`src/rtl/io_unit_responder_if.sv`:
```
// io_unit_responder_if: IO read/write port and TX sink bundle between the core side (master) and the responder (slave).
interface io_unit_responder_if #(
    parameter int ADDR_WIDTH = 32,
    parameter int DATA_WIDTH = 32
);
    logic [ADDR_WIDTH-1:0] ioReadAddrIn;
    logic [DATA_WIDTH-1:0] ioReadDataOut;
    logic                  ioWriteEnable;
    logic [ADDR_WIDTH-1:0] ioWriteAddr;
    logic [DATA_WIDTH-1:0] ioWriteData;
    logic                  ioWriteReady;
    logic                  timerInterrupt;
    logic                  txValid;
    logic                  txReady;
    logic [7:0]            txData;
    modport master (
        output ioReadAddrIn, ioWriteEnable, ioWriteAddr, ioWriteData, txReady,
        input  ioReadDataOut, ioWriteReady, timerInterrupt, txValid, txData
    );
    modport slave (
        input  ioReadAddrIn, ioWriteEnable, ioWriteAddr, ioWriteData, txReady,
        output ioReadDataOut, ioWriteReady, timerInterrupt, txValid, txData
    );
endinterface

```
`src/rtl/io_unit_responder.sv`:
```
// io_unit_responder: memory-mapped 64-bit timer with compare IRQ and a byte TX FIFO.
// Define RSD_IO_TIMER_PRESCALE_EN to add the PRESCALE tick divider at offset 0x18.
module io_unit_responder #(
    parameter int ADDR_WIDTH = 32,
    parameter int DATA_WIDTH = 32,
    parameter logic [ADDR_WIDTH-1:0] IO_BASE = ADDR_WIDTH'(32'h4000_0000),
    parameter int TX_FIFO_DEPTH = 4
) (
    input logic clk,
    input logic rst,
    io_unit_responder_if.slave io
);
    localparam int PW = $clog2(TX_FIFO_DEPTH);
    logic [63:0]   mtime, mtimecmp, mtimeInc;
    logic          timerEnable, irqEnable, timerIrq, tick;
    logic [7:0]    fifo [TX_FIFO_DEPTH];
    logic [PW-1:0] head, tail;
    logic [PW:0]   count;
    logic          full, push, pop;
    logic          rdHit, wrHit, wrSel, wrReady;
    logic [11:0]   rdOff, wrOff;
    logic [31:0]   wd, rdWord, txStatus, prescaleWord;
`ifdef RSD_IO_TIMER_PRESCALE_EN
    logic [15:0]   prescale, divider;
    assign tick = timerEnable && divider == prescale;
    assign prescaleWord = {16'h0, prescale};
`else
    assign tick = timerEnable;
    assign prescaleWord = 32'h0;
`endif
    assign rdHit = io.ioReadAddrIn[ADDR_WIDTH-1:12] == IO_BASE[ADDR_WIDTH-1:12];
    assign wrHit = io.ioWriteAddr[ADDR_WIDTH-1:12] == IO_BASE[ADDR_WIDTH-1:12];
    assign rdOff = io.ioReadAddrIn[11:0];
    assign wrOff = io.ioWriteAddr[11:0];
    assign wd    = 32'(io.ioWriteData);
    assign full  = count == (PW+1)'(TX_FIFO_DEPTH);
    assign wrReady = !(wrHit && wrOff == 12'h010 && full);
    assign wrSel = io.ioWriteEnable && wrReady && wrHit;
    assign push  = wrSel && wrOff == 12'h010;
    assign pop   = io.txValid && io.txReady;
    assign mtimeInc = mtime + 64'(tick);
    assign txStatus = {16'h0, 8'(count), 6'h0, full, count == '0};
    // Reads are pure decode so flushed/replayed loads never disturb state.
    assign rdWord = !rdHit ? 32'h0 :
                    rdOff == 12'h000 ? mtime[31:0] :
                    rdOff == 12'h004 ? mtime[63:32] :
                    rdOff == 12'h008 ? mtimecmp[31:0] :
                    rdOff == 12'h00C ? mtimecmp[63:32] :
                    rdOff == 12'h010 ? txStatus :
                    rdOff == 12'h014 ? {30'h0, irqEnable, timerEnable} :
                    rdOff == 12'h018 ? prescaleWord : 32'h0;
    assign io.ioReadDataOut  = DATA_WIDTH'(rdWord);
    assign io.ioWriteReady   = wrReady;
    assign io.timerInterrupt = timerIrq;
    assign io.txValid        = count != '0;
    assign io.txData         = fifo[head];
    always_ff @(posedge clk or posedge rst) begin
        if (rst) begin
            mtime       <= '0;
            mtimecmp    <= '1;
            timerEnable <= 1'b0;
            irqEnable   <= 1'b0;
            timerIrq    <= 1'b0;
            head        <= '0;
            tail        <= '0;
            count       <= '0;
        end else begin
            // A half written this cycle overrides only that half of the incremented value.
            mtime <= {wrSel && wrOff == 12'h004 ? wd : mtimeInc[63:32],
                      wrSel && wrOff == 12'h000 ? wd : mtimeInc[31:0]};
            if (wrSel && wrOff == 12'h008) mtimecmp[31:0] <= wd;
            if (wrSel && wrOff == 12'h00C) mtimecmp[63:32] <= wd;
            if (wrSel && wrOff == 12'h014) {irqEnable, timerEnable} <= wd[1:0];
            timerIrq <= irqEnable && mtime >= mtimecmp;
            if (push) tail <= tail + 1'b1;
            if (pop) head <= head + 1'b1;
            count <= count + (PW+1)'(push) - (PW+1)'(pop);
        end
    end
`ifdef RSD_IO_TIMER_PRESCALE_EN
    always_ff @(posedge clk or posedge rst) begin
        if (rst) begin
            prescale <= '0;
            divider  <= '0;
        end else if (wrSel && wrOff == 12'h018) begin
            prescale <= wd[15:0];
            divider  <= '0;
        end else if (timerEnable) begin
            divider <= tick ? 16'h0 : divider + 16'h1;
        end
    end
`endif
    always_ff @(posedge clk) begin
        if (push) fifo[tail] <= wd[7:0];
    end
endmodule

```
`src/flat_wrapper.sv`:
```
// flat-port wrapper written by rule: the top's interface ports become plain ports
module io_unit_responder_flat 
#(
    parameter int ADDR_WIDTH = 32,
    parameter int DATA_WIDTH = 32,
    parameter logic [ADDR_WIDTH-1:0] IO_BASE = ADDR_WIDTH'(32'h4000_0000),
    parameter int TX_FIFO_DEPTH = 4
)
  (clk, rst, io_ioReadAddrIn, io_ioWriteEnable, io_ioWriteAddr, io_ioWriteData, io_txReady, io_ioReadDataOut, io_ioWriteReady, io_timerInterrupt, io_txValid, io_txData);
  io_unit_responder_if #(.ADDR_WIDTH(ADDR_WIDTH), .DATA_WIDTH(DATA_WIDTH)) io_i ();
  input logic clk;
  input logic rst;
  input wire logic [$bits(io_i.ioReadAddrIn)-1:0] io_ioReadAddrIn;
  input wire logic [$bits(io_i.ioWriteEnable)-1:0] io_ioWriteEnable;
  input wire logic [$bits(io_i.ioWriteAddr)-1:0] io_ioWriteAddr;
  input wire logic [$bits(io_i.ioWriteData)-1:0] io_ioWriteData;
  input wire logic [$bits(io_i.txReady)-1:0] io_txReady;
  output wire logic [$bits(io_i.ioReadDataOut)-1:0] io_ioReadDataOut;
  output wire logic [$bits(io_i.ioWriteReady)-1:0] io_ioWriteReady;
  output wire logic [$bits(io_i.timerInterrupt)-1:0] io_timerInterrupt;
  output wire logic [$bits(io_i.txValid)-1:0] io_txValid;
  output wire logic [$bits(io_i.txData)-1:0] io_txData;
  assign io_i.ioReadAddrIn = io_ioReadAddrIn;
  assign io_i.ioWriteEnable = io_ioWriteEnable;
  assign io_i.ioWriteAddr = io_ioWriteAddr;
  assign io_i.ioWriteData = io_ioWriteData;
  assign io_i.txReady = io_txReady;
  assign io_ioReadDataOut = io_i.ioReadDataOut;
  assign io_ioWriteReady = io_i.ioWriteReady;
  assign io_timerInterrupt = io_i.timerInterrupt;
  assign io_txValid = io_i.txValid;
  assign io_txData = io_i.txData;
  io_unit_responder #(.ADDR_WIDTH(ADDR_WIDTH), .DATA_WIDTH(DATA_WIDTH), .IO_BASE(IO_BASE), .TX_FIFO_DEPTH(TX_FIFO_DEPTH)) u_core (.clk(clk), .rst(rst), .io(io_i));
endmodule
```
`config.mk`:
```
export PLATFORM = sky130hd
export DESIGN_NAME = io_unit_responder_flat
export DESIGN_NICKNAME = d
export VERILOG_FILES = /design/src/rtl/io_unit_responder_if.sv /design/src/rtl/io_unit_responder.sv /design/src/flat_wrapper.sv
export SDC_FILE = /design/constraint.sdc
export NUM_CORES = 1
export LEC_CHECK = 0
export ABC_AREA = 1
export ABC_CLOCK_PERIOD_IN_PS = 5100
export BUFFER_PORTS_ARGS = -buffer_cell sky130_fd_sc_hd__buf_2
export CELL_PAD_IN_SITES_DETAIL_PLACEMENT = 1
export CELL_PAD_IN_SITES_GLOBAL_PLACEMENT = 1
export CORE_MARGIN = 4
export CORE_UTILIZATION = 35
export CTS_BUF_LIST = sky130_fd_sc_hd__clkbuf_8
export DETAILED_ROUTE_END_ITERATION = 12
export PLACE_DENSITY_LB_ADDON = 0.05
export SKIP_CTS_REPAIR_TIMING = 1
export SLEW_MARGIN = 10
export SYNTH_ARGS = -nofsm -noshare
export SYNTH_HDL_FRONTEND = slang
export SYNTH_SLANG_ARGS = --single-unit
```
`constraint.sdc`:
```
create_clock -name clk -period 5.1 [get_ports clk]
set_clock_uncertainty 0.05 [all_clocks]
set_input_delay 0.255 -clock clk [delete_from_list [all_inputs] [get_ports clk]]
set_output_delay 0.255 -clock clk [all_outputs]
set_load 0.02 [all_outputs]
```
# After elaboration in Yosys (flattened, before gate mapping)
# Memory sizes are Yosys's and may differ from the RTL's.
# Index checks and enable logic that the tools add are counted.
[totals] register_bits=138 ram_bits=32 output_inout_bits=43 elab_cells=57 memories=1
[mem_list] name="u_core.fifo" words=4 word_bits=8 rd=1 rd_ports_with_merged_regs=0 write_ports=1 line="io_unit_responder.sv:16" text="logic [7:0] fifo [TX_FIFO_DEPTH];"
[classes] n_addsub=5 magnitude_cmp=1 eq_ne=13 mux=11 reduce_logical=17
[ops] op="$mux 32" count=8
[ops] op="$add 64x1->64" count=1
[ops] op="$ge 64x64->1" count=1
[ops] op="$eq 12x4->1 const B" count=4
[ops] op="$eq 12x5->1 const B" count=4
[ops] op="$eq 20x19->1 const B" count=2
[ops] op="$eq 12x3->1 const B" count=2
[ops] op="$logic_not 12->1" count=2
[ops] op="$logic_and 1x1->1" count=12
[ops] op="$add 2x1->2 const B" count=2
[ops] op="$add 3x1->3" count=1
[ops] op="$eq 3x3->1 const B" count=1
[ops] op="$logic_not 3->1" count=1
[ops] op="$reduce_bool 3->1" count=1
[ops] op="$sub 3x1->3" count=1
[ops] op="$mux 1" count=2
[ops] op="$mux 2" count=1
[ops] op="$logic_not 1->1" count=1

# Depth between registers and ports, before layout
[logic_depth] ltp_word=9 depth_mapped=17 ltp_nobuf=17

# Worst setup path after synthesis
# Ideal clock, no wire load.
[synth_timing] path_type="register to register" start="reg u_core.count[1]" end="reg u_core.count[2]" t_arrival_ps=2042 t_required_ps=4921 path_slack_ps=2880 stages_incl_launch_ff=12 period_less_slack_ps=2220 path_cell_list="dfrtp_1 > nor3_1 > inv_1 > nand2_1 > inv_1 > ha_1 > inv_1 > ha_1 > inv_1 > fa_1 > xnor2_1 > xor2_1"
[synth_between] elab_cells_between_ends=10 cone_classes="add/sub (2); eq/ne (1); reduce/logical (7)"
[synth_rtl] element="start, declared" line="io_unit_responder.sv:18" text="logic [PW:0] count;"
[synth_rtl] element="start signal, assigned" line="io_unit_responder.sv:77" text="count <= count + (PW+1)'(push) - (PW+1)'(pop);"
[synth_rtl] element="$reduce_bool 3->1" line="io_unit_responder.sv:55" text="assign io.txValid = count != '0;"
[synth_rtl] element="named net io_txValid" line="flat_wrapper.sv:21" text="output wire logic [$bits(io_i.txValid)-1:0] io_txValid;"
[synth_rtl] element="$logic_and 1x1->1" line="io_unit_responder.sv:40" text="assign pop = io.txValid && io.txReady;"
[synth_rtl] element="named net u_core.pop" line="io_unit_responder.sv:19" text="logic full, push, pop;"
[synth_rtl] element="$sub 3x1->3" line="io_unit_responder.sv:77"
# The timed path passes the listed nets, and every way through them passes these cells.
# A chain may end at the register's enable or synchronous reset.

# Worst setup path after layout
[layout_timing] start="in io_ioReadAddrIn[1]" end="out io_ioReadDataOut[1]"
[layout_between] elab_chain_cells=8 elab_cells_between_ends=13 cone_classes="eq/ne (5); mux (7); reduce/logical (1)"
[layout_lines] element="start, declared" line="flat_wrapper.sv:13" text="input wire logic [$bits(io_i.ioReadAddrIn)-1:0] io_ioReadAddrIn;"
[layout_lines] element="$eq 12x5->1" line="io_unit_responder.sv:50" text="rdOff == 12'h014 ? {30'h0, irqEnable, timerEnable} :"
[layout_lines] element="$mux 2" line="io_unit_responder.sv:50"
[layout_lines] element="$mux 32" line="io_unit_responder.sv:49" text="rdOff == 12'h010 ? txStatus :"
[layout_lines] element="$mux 32" line="io_unit_responder.sv:48" text="rdOff == 12'h00C ? mtimecmp[63:32] :"
[layout_lines] element="$mux 32" line="io_unit_responder.sv:47" text="rdOff == 12'h008 ? mtimecmp[31:0] :"
[layout_lines] element="$mux 32" line="io_unit_responder.sv:46" text="rdOff == 12'h004 ? mtime[63:32] :"
[layout_lines] element="$mux 32 (*)" line="io_unit_responder.sv:45" text="rdOff == 12'h000 ? mtime[31:0] :"
[layout_lines] element="$mux 32 (*)" line="io_unit_responder.sv:44" text="assign rdWord = !rdHit ? 32'h0 :"
[layout_lines] element="end, declared" line="flat_wrapper.sv:18" text="output wire logic [$bits(io_i.ioReadDataOut)-1:0] io_ioReadDataOut;"
# Mark *: on every way between the ends. The rest lies on a longest branch, timed or not.

==> summary.md <==
| Metric | Value |
|---|---|
| Status | `complete, no violations` |
| CP max FO | `18` |
| Switching Share | `~30%` |
| Commonest cells in the netlist | `nand2_1, inv_1, nor2_1` |
| CP arrival | `2570 ps` |
| Vias | `11.9k` |
| Kind of critical path | `in2out` |
| CP max stage cell | `nand2_1` |
| Antenna diodes | `0` |
| Gate power share | `between 10% and 20%` |
| Syn Inst Count | `1688` |
| Sw Pwr | `between 0.0008 and 0.0009 W` |
| GRT Util Overall | `about a quarter` |
| Post-synth cell types | `44` |
| Vias per std cell | `5.14` |
| Initial antenna violation count | `0` |
| Worst setup SP type | `input port` |
| WL/cell | `20.5 µm` |
| Cell taking the most area after synthesis | `nand2_1` |
| Core Footprint | `between 30000 and 40000 µm²` |
| # DRC | `0` |
| RSZ-0062 raised after global routing | `false` |
| Area contributors post-synth | `nand2_1, dfrtp_1, dfstp_2, edfxtp_1, ha_1` |
| Die area | `around 37000 µm²` |
| Nets | `about 2k` |
| Post-synth top flop | `dfrtp_1` |
| CP Capture Type | `primary output` |
| Mean Syn Cell Area | `7.08 µm²` |
| H-tree levels | `4` |
| Post-synth EDFFs | `32` |
| Yosys reg bits | `170` |
| Int Pwr | `about 0.0021 W` |
| Clock Path Buffers | `2` |
| Site Rows | `67` |
| Final wirelength | `~47000 µm` |
| Initial Util | `between 30 and 40%` |
| Inserted Clock Buffers | `17` |
| Top cell type's share of synthesized area | `between 15 and 20%` |
| 1st-iter DRT viols | `about 600` |
| Via count of the first global-routing pass | `about 12k` |
| Synth warn | `0` |
| Cell Count, Final, Fillers Out | `~2.3k` |
| Die width | `about 190 µm` |
| Pin slew with the least headroom to its limit | `between 1000 and 1500 ps` |
| Final Power | `0.00298 W` |
| Min-delay worst type | `in2reg` |
| Worst path required time | `~4800 ps` |
| TNS Setup | `0 ps` |
| Final Util | `41.2%` |
| Clock-pin transition on the worst setup and hold timing paths | `~90 ps` |
| Num ports | `143` |
| Count leader, synth | `nand2_1` |
| Net Count, Synth | `1861` |
| Pwr per Cell Area | `between 200 and 250 nW/µm²` |
| Critical path's largest stage delay | `between 700 and 800 ps` |
| CTS tree | `done` |
| Final hold slack | `between 60 and 70 ps` |
| Final Max Tran Viols | `0` |
| Max cap viols | `0` |
| Post-route ant nets | `0` |
| P&R area growth vs syn | `16.0%` |
| Inst Count DP | `around 2.2k` |
| Dpl hpwl | `36000 µm` |
| Share of total power in the clock network | `37.1%` |
| Root buf cell | `clkbuf_8` |
| GPL Wtd Cong | `~0.93` |
| Max Freq | `about 350 MHz` |
| Min cycle time layout | `around 2900 ps` |
| Sequential fraction of the synthesis area | `roughly 38%` |
| Sequential fraction of design power | `a little under 50%` |
| Period utilization | `a little under three fifths` |
| First-pass GRT wire length | `just over 70000 µm` |
| Largest net degree at the start of global routing | `65` |
| Setup violators final | `0` |
| Clock Latency Late Sink | `slightly above 500 ps` |
| IO Port Bufs | `142` |
| Worst path cell trace | `buf_2 > nor3_2 > nand2_1 > nor3_2 > buf_4 > nand2_1 > o2111ai_1 > nor2_1 > nor2_1 > buf_2` |
| Fin. Hold Viols | `0` |
| Synthesized cell area | `around 12000 µm²` |
| Die Y | `193 µm` |
| Overflow after GRT | `0` |
| Async SR Flop Fraction | `about four fifths` |
| CTS Sinks | `170` |
| Slew Limit Headroom | `24.0%` |
| Pre-antenna DRT Iters | `5` |
| Leak pwr | `between 6 and 7 nW` |
| Max VDD drop | `0.159 mV` |
| Share of cells above drive strength 1 | `15.2%` |
[layer usage]
metal / vias to the layer above / wire length (µm) / track usage [%]
met5: - / 0 / 0
met4: 0 / 768 / 5.57
met3: 35 / 2090 / 3.58
met2: 269 / 21400 / 41.7
met1: 5824 / 23200 / 37.2
li1: 5734 / - / -
[kinds of logic (layout without fill, tap and decap cells)]
group | after synthesis | in the layout | share of synthesized area, %
adders and majority gates | 73 | 73 | 7.71
AOI/OAI and AO/OA | 235 | 235 | 10.3
and+or+nand+nor | 894 | 894 | 31.4
xor gates and xnor gates | 60 | 60 | 4.40
DFF | 170 | 170 | 37.6
buffers and inverters | 256 | 428 | 8.57
[power groups by stage]
| stage | logic [W] | clock network (W) | registers [W] |
|---|---|---|---|
| global route | 0.000461 | 0.00118 | 0.00147 |
| floorplan | 0.000262 | 0 | 0.00145 |
| detailed placement | 0.000400 | 0 | 0.00149 |
| global placement | 0.000391 | 0 | 0.00148 |
| finish | 0.000413 | 0.00110 | 0.00146 |
| CTS | 0.000402 | 0.00113 | 0.00146 |
[final timing paths]
check	from	to	slack, ps	depth (start not counted)
max in group asynchronous	rst	u_core.mtime[43]$_DFF_PP0_	3720	4
min	io_txReady	u_core.head[0]$_DFFE_PP0P_	60	4
min in group asynchronous	rst	u_core.tail[1]$_DFFE_PP0P_	170	3
max	io_ioReadAddrIn[1]	io_ioReadDataOut[1]	2220	10
min reg2reg	u_core.mtimecmp[28]$_DFFE_PP1P_	u_core.mtimecmp[28]$_DFFE_PP1P_	440	2
max reg2reg	u_core.count[1]$_DFF_PP0_	u_core.mtime[56]$_DFF_PP0_	2220	10
[worst max-delay path: cells and delay by family]
family          cells  cell delay, ps
buf+inv             3             640
compound gates      1             100
simple gates        6            1560
[flip-flops by register name, indices dropped and copies added, names as in the netlist]
name and cells:
u_core.mtime 64, u_core.mtimecmp 64, u_core.fifo 32, u_core.count 3
u_core.head 2, u_core.tail 2, u_core.io.timerInterrupt 1, u_core.irqEnable 1
u_core.tick 1
[final cells by class]
| type | instances | area [µm²] |
|---|---|---|
| sequential | 170 | 4490 |
| clock inverter | 15 | 198 |
| timing repair buffer | 188 | 1140 |
| inverter | 208 | 787 |
| tap | 448 | 561 |
| clock buffer | 17 | 234 |
| multi-input combinational | 1262 | 6450 |
| fill | 4340 | 19800 |
[per-stage QoR]
| step | instance area [µm²] | setup slack, ps |
|---|---|---|
| finish | 13900 | 2220 |
| global route | 13900 | 2030 |
| CTS | 13500 | 2170 |
| detailed placement | 13100 | 2180 |
| global placement | 13100 | 2250 |
| floorplan | 11900 | 1200 |
[layout by cell type (no fill, tap or decap), types with 3 or more instances in the layout]
| cell type | synthesis | routed |
|---|---|---|
| a21oi_1 | 84 | 84 |
| a31oi_1 | 11 | 11 |
| buf_2 | 21 | 142 |
| buf_4 | 0 | 13 |
| bufinv_16 | 0 | 4 |
| clkbuf_8 | 0 | 17 |
| clkinv_1 | 1 | 3 |
| clkinv_4 | 0 | 3 |
| clkinvlp_4 | 0 | 3 |
| dfrtp_1 | 74 | 74 |
| dfstp_2 | 64 | 64 |
| dlygate4sd3_1 | 0 | 33 |
| edfxtp_1 | 32 | 32 |
| ha_1 | 72 | 72 |
| inv_1 | 203 | 203 |
| inv_2 | 3 | 3 |
| inv_6 | 0 | 3 |
| nand2_1 | 550 | 550 |
| nand3_1 | 81 | 80 |
| nand3_2 | 3 | 4 |
| nand3b_1 | 3 | 3 |
| nand4_1 | 22 | 22 |
| nor2_1 | 167 | 164 |
| nor2_2 | 3 | 5 |
| nor2_4 | 5 | 6 |
| nor3_1 | 40 | 40 |
| nor3_2 | 5 | 5 |
| nor4_1 | 4 | 4 |
| o21a_1 | 3 | 3 |
| o21ai_0 | 117 | 117 |
| o21ai_1 | 8 | 8 |
| o22ai_1 | 8 | 8 |
| xnor2_1 | 12 | 12 |
| xor2_1 | 48 | 48 |
(Power assumes the default switching activity.)
